File: src/rtl/note_recorder.sv
// note_recorder: records the live note selected on sw as (note, duration)
// entries in an on-chip buffer and replays them on request. note_out
// drives the frequency generator's note select.
//
// Ports:
//   CLK       system clock
//   RESET     asynchronous active-high reset; clears all state
//   sw        debounced note switches, bit7 = C4 ... bit0 = C5
//   rec_btn   one-cycle pulse, starts/stops recording
//   play_btn  one-cycle pulse, starts/stops playback
//   note_out  0 = rest, 1 = C4 ... 8 = C5
//   recording high while recording
//   playing   high while playing back
//   count     number of valid buffer entries
//   full      high when count == DEPTH
//
// Build option: define NOTE_RECORDER_LOOP_EN to make playback wrap from
// the last entry back to entry 0 instead of returning to idle.
module note_recorder #(
  parameter int DEPTH    = 32,
  parameter int TICK_DIV = 250000,
  parameter int DUR_W    = 8
) (
  input  logic                   CLK,
  input  logic                   RESET,
  input  logic [7:0]             sw,
  input  logic                   rec_btn,
  input  logic                   play_btn,
  output logic [3:0]             note_out,
  output logic                   recording,
  output logic                   playing,
  output logic [$clog2(DEPTH):0] count,
  output logic                   full
);

  localparam int AW    = $clog2(DEPTH);
  localparam int CW    = AW + 1;
  localparam int DIV_W = $clog2(TICK_DIV);
  localparam logic [DIV_W-1:0] DIV_LAST = DIV_W'(TICK_DIV - 1);
  localparam logic [DUR_W-1:0] DUR_MAX  = '1;
  localparam logic [DUR_W-1:0] DUR_ONE  = DUR_W'(1);
  localparam logic [CW-1:0]    CNT_LAST = CW'(DEPTH - 1);

  typedef enum logic [1:0] {
    IDLE = 2'd0,
    REC  = 2'd1,
    PLAY = 2'd2
  } state_t;

  state_t state, state_nxt;

  logic [3:0]       enc;
  logic [3:0]       live;
  logic [DIV_W-1:0] div;
  logic             tick;
  logic             btn;

  logic [3:0]       seg_note;
  logic [DUR_W-1:0] seg_dur;
  logic             seg_close;
  logic [DUR_W-1:0] wr_dur;

  logic [3:0]       mem_note [DEPTH];
  logic [DUR_W-1:0] mem_dur  [DEPTH];

  logic [AW-1:0]    idx;
  logic [AW-1:0]    ld_idx;
  logic [DUR_W-1:0] rem;
  logic [3:0]       play_note;
  logic             last;
  logic             expire;

  // Ascending scan so the highest set switch wins.
  always_comb begin
    enc = '0;
    for (int unsigned k = 0; k < 8; k++)
      if (sw[k]) enc = 4'(8 - k);
  end

  assign tick      = (div == DIV_LAST);
  assign btn       = rec_btn | play_btn;
  assign seg_close = btn || (live != seg_note) || (tick && (seg_dur == DUR_MAX));
  assign wr_dur    = (seg_dur == '0) ? DUR_ONE : seg_dur;
  assign last      = ({1'b0, idx} == (count - 1'b1));
  assign expire    = tick && (rem == DUR_ONE);
  // Wrapping to 0 on the last entry only matters in loop mode; otherwise
  // the FSM leaves PLAY on that edge and the reload is never observed.
  assign ld_idx    = last ? '0 : idx + 1'b1;

  always_comb begin
    state_nxt = state;
    case (state)
      IDLE: begin
        if (rec_btn)
          state_nxt = REC;
        else if (play_btn && (count != '0))
          state_nxt = PLAY;
      end
      REC: begin
        if (seg_close && (btn || (count == CNT_LAST)))
          state_nxt = IDLE;
      end
      PLAY: begin
        if (btn)
          state_nxt = IDLE;
        else if (expire && last) begin
`ifdef NOTE_RECORDER_LOOP_EN
          state_nxt = PLAY;
`else
          state_nxt = IDLE;
`endif
        end
      end
      default: state_nxt = IDLE;
    endcase
  end

  assign note_out  = (state == PLAY) ? play_note : live;
  assign recording = (state == REC);
  assign playing   = (state == PLAY);

  always_ff @(posedge CLK or posedge RESET) begin
    if (RESET) begin
      state     <= IDLE;
      live      <= '0;
      div       <= '0;
      seg_note  <= '0;
      seg_dur   <= '0;
      count     <= '0;
      full      <= 1'b0;
      idx       <= '0;
      rem       <= '0;
      play_note <= '0;
    end else begin
      state <= state_nxt;
      live  <= enc;
      div   <= tick ? '0 : div + 1'b1;
      case (state)
        IDLE: begin
          if (rec_btn) begin
            count    <= '0;
            full     <= 1'b0;
            div      <= '0;
            seg_note <= live;
            seg_dur  <= '0;
          end else if (play_btn && (count != '0)) begin
            idx       <= '0;
            play_note <= mem_note[0];
            rem       <= mem_dur[0];
            div       <= '0;
          end
        end
        REC: begin
          if (seg_close) begin
            count    <= count + 1'b1;
            full     <= (count == CNT_LAST);
            seg_note <= live;
            seg_dur  <= '0;
          end else if (tick) begin
            seg_dur <= seg_dur + 1'b1;
          end
        end
        PLAY: begin
          if (!btn) begin
            if (expire) begin
              idx       <= ld_idx;
              play_note <= mem_note[ld_idx];
              rem       <= mem_dur[ld_idx];
              div       <= '0;
            end else if (tick) begin
              rem <= rem - 1'b1;
            end
          end
        end
        default: ;
      endcase
    end
  end

  // Buffer has no reset; its contents are only meaningful below count.
  always_ff @(posedge CLK) begin
    if ((state == REC) && seg_close) begin
      mem_note[count[AW-1:0]] <= seg_note;
      mem_dur[count[AW-1:0]]  <= wr_dur;
    end
  end

endmodule

File: config.mk
export PLATFORM = sky130hd
export DESIGN_NAME = note_recorder
export DESIGN_NICKNAME = d
export VERILOG_FILES = /design/src/rtl/note_recorder.sv
export SDC_FILE = /design/constraint.sdc
export NUM_CORES = 1
export LEC_CHECK = 0
export CORE_ASPECT_RATIO = 1.4
export CORE_MARGIN = 2
export CORE_UTILIZATION = 40
export CTS_CLUSTER_DIAMETER = 150
export DETAILED_ROUTE_END_ITERATION = 16
export PLACE_DENSITY = 0.59
export SLEW_MARGIN = 25
export SYNTH_ARGS = -nofsm -noshare
export SYNTH_HDL_FRONTEND = slang
export SYNTH_SLANG_ARGS = --single-unit
File: constraint.sdc
create_clock -name CLK -period 4.3 [get_ports CLK]
set_input_delay 0.645 -clock CLK [delete_from_list [all_inputs] [get_ports CLK]]
set_output_delay 0.645 -clock CLK [all_outputs]
set_load 0.02 [all_outputs]
# ---- Yosys cells after proc, flatten, opt, wreduce, memory -nomap -nowiden
# Memory sizes are Yosys's and may differ from the RTL's.
# Index checks and enable logic that the tools add are counted.
dict set report totals {
  memories 2
  elab_cells 111
  output_inout_bits 13
  inputBits 12
  reg_bits 60
  mem_bits_rw 384
}
dict set report classes {
  bitwise_logic 1
  reduce_logical 19
  eq_ne 19
  add_sub_neg 6
  muxes 54
}
# name words width rd rd_ports_with_merged_regs wr line_no
set memory_table {}
lappend memory_table {mem_dur 32 8 2 0 1 64} ;# logic [DUR_W-1:0] mem_dur [DEPTH];
lappend memory_table {mem_note 32 4 2 0 1 63} ;# logic [3:0] mem_note [DEPTH];
# operator n
set op_table {}
lappend op_table {{two-way mux 18 bit} 5}
lappend op_table {{two-way mux 8 bit} 9}
lappend op_table {{two-way mux 4 bit} 15}
lappend op_table {{one-hot mux 18 bit (2 select lines)} 1}
lappend op_table {{one-hot mux 8 bit (2 select lines)} 2}
lappend op_table {{two-way mux 5 bit} 5}
lappend op_table {{adder 18 x 1 -> 18 bit, second input constant} 1}
lappend op_table {{== test 18 bit, second input constant} 1}
lappend op_table {{one-hot mux 4 bit (2 select lines)} 2}
lappend op_table {{two-way mux 6 bit} 2}
lappend op_table {{one-hot mux 6 bit (2 select lines)} 1}
lappend op_table {{two-way mux 2 bit} 5}
lappend op_table {{one-hot mux 5 bit (2 select lines)} 1}
lappend op_table {{AND reduction 5 bit} 2}
lappend op_table {{!= test 3 x 1 -> 1 bit, second input constant} 3}
lappend op_table {{AND reduction 3 bit} 3}
lappend op_table {{adder 8 x 1 -> 8 bit, second input constant} 1}
lappend op_table {{== test 8 x 1 -> 1 bit, second input constant} 1}
lappend op_table {{== test 8 bit, second input constant} 1}
lappend op_table {{zero test 8 bit} 1}
lappend op_table {{!= test 2 bit, second input constant} 4}
lappend op_table {{subtractor 8 x 1 -> 8 bit, second input constant} 1}
lappend op_table {{adder 6 x 1 -> 6 bit, second input constant} 1}
lappend op_table {{== test 5 x 6 -> 1 bit} 1}
lappend op_table {{other kinds (17)} 30}

# ---- Depth between registers and ports, before layout
# Gate-level depths: netlist of the first run.
dict set report logic_depth {
  ltp_word 8
  mapped_depth 12
  ltp_nobuf 10
}

# ---- Worst setup path before layout of the first run
# Ideal clock, no wire load.
dict set report synth_timing {
  path_kind {register to register}
  startpoint {reg div[4]}
  endpoint {mem mem_dur[0][0] (enable)}
  arrival_ps 2386
  period_less_slack_ps 2767
  path_buffers 0
  setup_time_ps 380
  required_time_ps 3920
  slack_ps 1533
  path_stages_with_launch 7
  cell_sequence {dfrtp_1 nor4b_1 nand2_1 or4_1 a21oi_2 nand2_1 nor2_1}
}
dict set report synth_between {
  elab_chain_cells 6
}
# item line_no
set synth_lines {}
lappend synth_lines {{from (decl)} 54} ;# logic [DIV_W-1:0] div;
lappend synth_lines {{from (signal assigned)} 137} ;# div <= tick ? '0 : div + 1'b1;
lappend synth_lines {{== test 18 bit} 80} ;# assign tick = (div == DIV_LAST);
lappend synth_lines {{logical AND 1 bit} 82} ;# assign seg_close = btn || (live != seg_note) || (tick && (seg_dur == DUR_MAX));
lappend synth_lines {{logical OR 1 bit} 82}
lappend synth_lines {{logical AND 1 bit} 182} ;# if ((state == REC) && seg_close) begin
lappend synth_lines {{two-way mux 1 bit} 182}
lappend synth_lines {{two-way mux 1 bit (not written as such)} 184} ;# mem_dur[count[AW-1:0]] <= wr_dur;
lappend synth_lines {{to (decl)} 64}
# No other way between the ends.

# ---- Worst setup path in the final report of the first run
dict set report layout_timing {
  startpoint {reg count[0]}
  endpoint {reg play_note[0]}
}
dict set report layout_between {
  elab_chain_cells 7
  elab_cells_between_ends 11
  classes_between {1 x add/sub; 2 x eq/ne; 4 x mux; 3 x reduce/logical; 1 x memory}
}
# item line_no
set layout_lines {}
lappend layout_lines {{from (decl)} 32} ;# output logic [$clog2(DEPTH):0] count,
lappend layout_lines {{from (signal assigned)} 155} ;# count <= count + 1'b1;
lappend layout_lines {{subtractor 6 x 1 -> 6 bit} 84} ;# assign last = ({1'b0, idx} == (count - 1'b1));
lappend layout_lines {{== test 5 x 6 -> 1 bit} 84}
lappend layout_lines {{two-way mux 5 bit} 88} ;# assign ld_idx = last ? '0 : idx + 1'b1;
lappend layout_lines {{memory (32 x 4 bit)} --}
lappend layout_lines {{two-way mux 4 bit} 165} ;# if (expire) begin
lappend layout_lines {{two-way mux 4 bit} 164} ;# if (!btn) begin
lappend layout_lines {{one-hot mux 4 bit (2 select lines)} 138} ;# case (state)
lappend layout_lines {{to (signal assigned)} 148} ;# play_note <= mem_note[0];
lappend layout_lines {{to (signal assigned)} 167} ;# play_note <= mem_note[ld_idx];
lappend layout_lines {{to (decl)} 69} ;# logic [3:0] play_note;
# Several ways; a longest one is shown, not always the timed one. The select of a mux whose other input is x is not followed.
# A chain may end at the register's enable or synchronous reset.

==> out/metrics.yaml, run 1 <==
run:
  cap_violations: 0
detailed_routing:
  vias_per_cell: 5.87
  antenna_left: 0
  drt-initial-drc-count: 1158
  drc: 0
  wl_per_cell_um: 26.5
  wl_um: 55900
  dr_total_vias: 12400
  dr.pass1.iters: 5
die:
  dieHeight_um: 262
  num_io_pins: 25
  core-area_sq_um: 46900
  placementRows: 94
  start_util_pct: 40.4
  die_w_um: 188
  dieArea_sq_um: 49200
logic_synthesis:
  synth_ff_type: "edfxtp_1"
  synth.net_count: 1408
  ys_ff_latch: 444
  synthTopCellsByArea: "edfxtp_1 (61%), dfrtp_1 (7.9%), nand2_1 (3.5%), mux4_2 (2.3%), nor2_1 (2.2%)"
  syn_area_sq_um: 19000
  avgSynthCellArea_sq_um: 13.7
  async_flop_share_pct: 13.5
  yosysWarnings: 0
  synthCells: 1385
  synth_cell_types: 87
  synth_top_area_cell: "edfxtp_1"
  ys_seq_area_share_pct: 68.7
  synth.top_cell.area_share_pct: 60.8
  synth_edf_count: 384
setup_path:
  worst_ep_required_time_ps: 4760
  start_kind: "flop"
  endpoint_kind: "flop"
  cp_data_arrival_time_ps: 4510
  worstPathMaxFanout: 16
  worstSetupPathType: "flop to flop"
final_layout:
  drive_gt1_share_pct: 14.3
  antennaDiodeCount: 0
  final_nets: 1472
  final_common_cell: "edfxtp_1"
  areaGrowthSynthToFinish_pct: 13.5
  layout_common_cells: "edfxtp_1 (384), nand2_1 (179), nor2_1 (104)"
timing:
  whs_ps: 483
  hold_viol: 0
  finalCritPeriodShare_pct: 94.1
  slew_headroom_pct: 24.6
  slew_violations: 0
  rsz0062_at_grt: "no"
  skew_ps: 23.7
  setup_viol: 0
  tightestPinTransition_ps: 1120
  fin_crit_ps: 4040
  fmax_ghz: 0.247
  fin_tns_setup_ps: 0
power:
  p_leak_nw: 7.16
  power_density_nw_per_um2: 464
  ir_worst_vdd_mv: 0.290
outcome:
  status: "completed"
clock_tree:
  root_buffer: "clkbuf_16"
  numCtsBuffers: 41
  hold_buffers: 0
  clock_sinks: 444
  htreeDepth: 2
  ctsLongestPathBuffers: 3
  cts_tree: "yes"
  post-cts-setup-buffers: 0
  clkTransAtPathRegs_ps: 70
  clk_latency_ps: 560
  cts_resized: 0
place:
  dp_hpwl_um: 36500
  port-buffer-count: 24
  gp_congestion: 0.919
global_routing:
  grt_max_degree: 54
  grt_overflow: 0
  antenna_found_initial: 0
  grtUsageTotal_pct: 22.9
  grt_pass1_vias: 12700
  grt_pass1_wl_um: 83000
min_path:
  hp-class: "flop to flop"
path summary, 6_finish.rpt:
path | startpoint | to | slack (ps) | cells past startpoint
worst max-delay path | count[0]$_DFFE_PP0P_ | play_note[0]$_DFFE_PP0P_ | 260 | 11
worst min-delay path | div[0]$_DFF_PP0_ | div[0]$_DFF_PP0_ | 480 | 1
worst max register to register | count[0]$_DFFE_PP0P_ | play_note[0]$_DFFE_PP0P_ | 260 | 11
worst min register to register | div[0]$_DFF_PP0_ | div[0]$_DFF_PP0_ | 480 | 1
max in group asynchronous | RESET | rem[3]$_DFFE_PP0P_ | 3050 | 3
min in group asynchronous | RESET | idx[0]$_DFFE_PP0P_ | 520 | 2
metrics by stage:
step	total power [W]	instance area [sq um]	worst slack, ps	util, %	instances
detailed placement	0.00654	20300	491	43.2	2030
CTS	0.0100	21500	470	45.8	2106
global placement	0.00652	20200	299	43.1	2030
global route	0.0103	21500	59.9	45.9	2106
floorplan	0.00597	19000	1530	-	1385
finish	0.00999	21500	255	45.9	2106
state kept, by name (all words and copies together), names as in the netlist:
signal,cells
play_note,4
div,18
idx,5
seg_dur,8
live,4
full,1
mem_note,128
state,2
seg_note,4
count,6
rem,8
mem_dur,256
kinds of logic after synthesis:
kind of cell	synth area share, %
adders and majority gates	0.726
and+or+nand+nor	10.1
muxes	4.78
xor gates and xnor gates	1.75
DFF	68.7
buffers and inverters	2.57
AOI/OAI and AO/OA	11.3
critical path, cell delays in order (launching register included):
cell and delay (ps):
dfrtp_1 510, inv_1 170, ha_1 290, o21ba_1 180, a221o_1 370, nand2_2 390, a211oi_2 310, buf_4 260
and3_1 170, a2111oi_1 990, o32ai_1 150, o21ai_1 150
layout make-up:
class | instances | area, sq um
multi-input combinational | 838 | 5500
timing repair buffer | 104 | 878
tap | 624 | 781
inverter | 20 | 77.6
sequential | 444 | 13000
clock inverter | 15 | 104
fill | 4133 | 25400
clock buffer | 61 | 1150
where the power goes:
group | switching, W | internal (W)
Sequential | 0.000172 | 0.00495
Clock | 0.00160 | 0.00193
Combinational | 0.000925 | 0.000421
Total | 0.00269 | 0.00730
per-layer routing:
metal	GRT usage, %	routed length [um]	up-vias	part of all wire, %
met2	39.3	27600	496	49
met5	0	0	-	0
met1	27.3	21500	6293	38
met4	14.4	3690	0	6.6
met3	3.29	3100	141	5.6
li1	-	-	5439	-
Yosys cell counts, types with 19 or more instances:
library cell,number
a211oi_1,19
xor2_1,24
nand2_1,179
a21oi_1,38
mux2i_1,31
buf_2,39
edfxtp_1,384
dfrtp_1,60
inv_1,20
nor2_1,111
clkbuf_1,29
a31oi_1,33
mux4_2,19
and3_1,24
o22ai_1,20
nand3_1,36
o21ai_0,52
Note: power is estimated with default switching activity, not from simulation.
==> inputs of run 2 (changes only) <==
==> constraint.sdc (replaced) <==
create_clock -name CLK -period 4.3 [get_ports CLK]
set_input_delay 0.43 -clock CLK [delete_from_list [all_inputs] [get_ports CLK]]
set_output_delay 0.43 -clock CLK [all_outputs]
set_load 0.02 [all_outputs]
==> run 2 against run 1 <==
Clock-buffer cell count down 13. Sequential power about the same. Fmax increased by 4.0%. Utilization rose by 0.19 points. Sequential share of layout area shrank 0.25 points. Global-route usage shrank 0.18 points. Total power increased by 0.26%. Clock skew is 5.3 ps lower. Critical path depth down 1. Critical path type unchanged. Highest routed layer unchanged.
==> out/metrics.yaml, run 2 (same netlist as run 1, synthesis figures left out) <==
outcome:
  status: "completed"
clock_tree:
  htreeDepth: 2
  root_buffer: "clkbuf_16"
  numCtsBuffers: 42
  clock_sinks: 444
  post-cts-setup-buffers: 0
  clk_latency_ps: 550
  clkTransAtPathRegs_ps: 70
  hold_buffers: 0
  ctsLongestPathBuffers: 3
  cts_tree: "yes"
  cts_resized: 0
final_layout:
  layout_common_cells: "edfxtp_1 (384), nand2_1 (179), nor2_1 (111)"
  antennaDiodeCount: 0
  largest_reg_flops: 256
  areaGrowthSynthToFinish_pct: 14.0
  drive_gt1_share_pct: 14.5
  final_nets: 1480
  final_common_cell: "edfxtp_1"
timing:
  slew_headroom_pct: 29.4
  setup_viol: 0
  fin_crit_ps: 3890
  fin_tns_setup_ps: 0
  rsz0062_at_grt: "no"
  skew_ps: 18.3
  layout_setup_ws_ps: 412
  whs_ps: 330
  fmax_ghz: 0.257
  hold_viol: 0
  slew_violations: 0
  tightestPinTransition_ps: 1050
  finalCritPeriodShare_pct: 90.4
power:
  ir_worst_vdd_mv: 0.345
  power_density_nw_per_um2: 464
  fin_total_pwr_w: 0.0100
  p_leak_nw: 7.22
detailed_routing:
  drc: 0
  wl_met1_um: 20900
  drt-initial-drc-count: 1256
  dr.pass1.iters: 5
  wl_um: 55600
  routed.top_layer: "met4"
  met3WireLength_um: 3460
  antenna_left: 0
  wl_per_cell_um: 26.3
  wl_met2_um: 27800
  dr_total_vias: 12400
  vias_per_cell: 5.88
place:
  port-buffer-count: 24
  gp_congestion: 0.993
  dp_hpwl_um: 36800
  pre_cts_ws_ps: 571
setup_path:
  worstSetupPathType: "flop to flop"
  start_kind: "flop"
  worstPathMaxFanout: 8
  worst_ep_required_time_ps: 4670
  endpoint_kind: "flop"
  cp_data_arrival_time_ps: 4260
die:
  start_util_pct: 40.4
  num_io_pins: 25
  dieArea_sq_um: 49200
  dieHeight_um: 262
  placementRows: 94
  die_w_um: 188
  core-area_sq_um: 46900
global_routing:
  grt_pass1_wl_um: 81800
  grt_pass1_vias: 12300
  grt_max_degree: 51
  antenna_found_initial: 0
  grt_overflow: 0
  grtUsageTotal_pct: 22.7
min_path:
  hp-class: "input port to async pin"
run:
  cap_violations: 0
## run 2: changes by cell type in the layout (fill, tap and decap cells not counted), moves of 2 or more
cell,change
nor2_1,+7
inv_6,+2
clkbuf_1,-11
nor2_2,-7
clkinv_1,+5
bufinv_16,+2
buf_4,+6
a2111oi_0,+2
a2111oi_1,-2
## run 2: layout make-up
cell class | count | area, sq um
clock buffer | 48 | 1070
clock inverter | 26 | 228
fill | 4096 | 25300
inverter | 20 | 76.3
multi-input combinational | 838 | 5480
sequential | 444 | 13000
tap | 624 | 781
timing repair buffer | 111 | 943
## run 2: worst max-delay path: stages (launching register included)
cell	delay (ps)
dfrtp_1	520
inv_1	160
ha_1	290
o21ba_1	180
a221o_1	370
and2_4	170
o21ai_2	480
buf_4	330
a211oi_1	100
o21ai_0	870
a41oi_1	240
## run 2: where the power goes
group / switching [W] / internal (W) / total, W
combinational: 0.000916 / 0.000402 / 0.00132
clock: 0.00159 / 0.00198 / 0.00358
sequential: 0.000171 / 0.00495 / 0.00513
total: 0.00268 / 0.00734 / 0.0100
## run 2: metal layers
layer  up-vias  global-route usage, %
li1       5465                      -
met1      6298                   27.0
met2       512                   39.6
met3       143                   3.30
met4         0                   13.1
met5         -                      0
## run 2: path summary, 6_finish.rpt
| check | start | endpoint | slack (ps) | cells past startpoint |
|---|---|---|---|---|
| hold reg to reg | div[0]$_DFF_PP0_ | div[0]$_DFF_PP0_ | 460 | 1 |
| setup reg to reg | count[0]$_DFFE_PP0P_ | rem[2]$_DFFE_PP0P_ | 410 | 10 |
| hold / removal | RESET | idx[2]$_DFFE_PP0P_ | 330 | 2 |
| min in group CLK | div[0]$_DFF_PP0_ | div[0]$_DFF_PP0_ | 460 | 1 |
| max in group asynchronous | RESET | div[12]$_DFF_PP0_ | 3230 | 3 |
| setup / recovery | count[0]$_DFFE_PP0P_ | rem[2]$_DFFE_PP0P_ | 410 | 10 |
## run 2: through the flow
| step | std cells | util (%) | area [sq um] |
|---|---|---|---|
| 5_1_grt | 2111 | 46.1 | 21600 |
| 4_1_cts | 2111 | 46.1 | 21600 |
| 6_report | 2111 | 46.1 | 21600 |
| 3_3_place_gp | 2037 | 43.3 | 20300 |
| 3_5_place_dp | 2037 | 43.3 | 20300 |
| 2_1_floorplan | 1385 | - | 19000 |
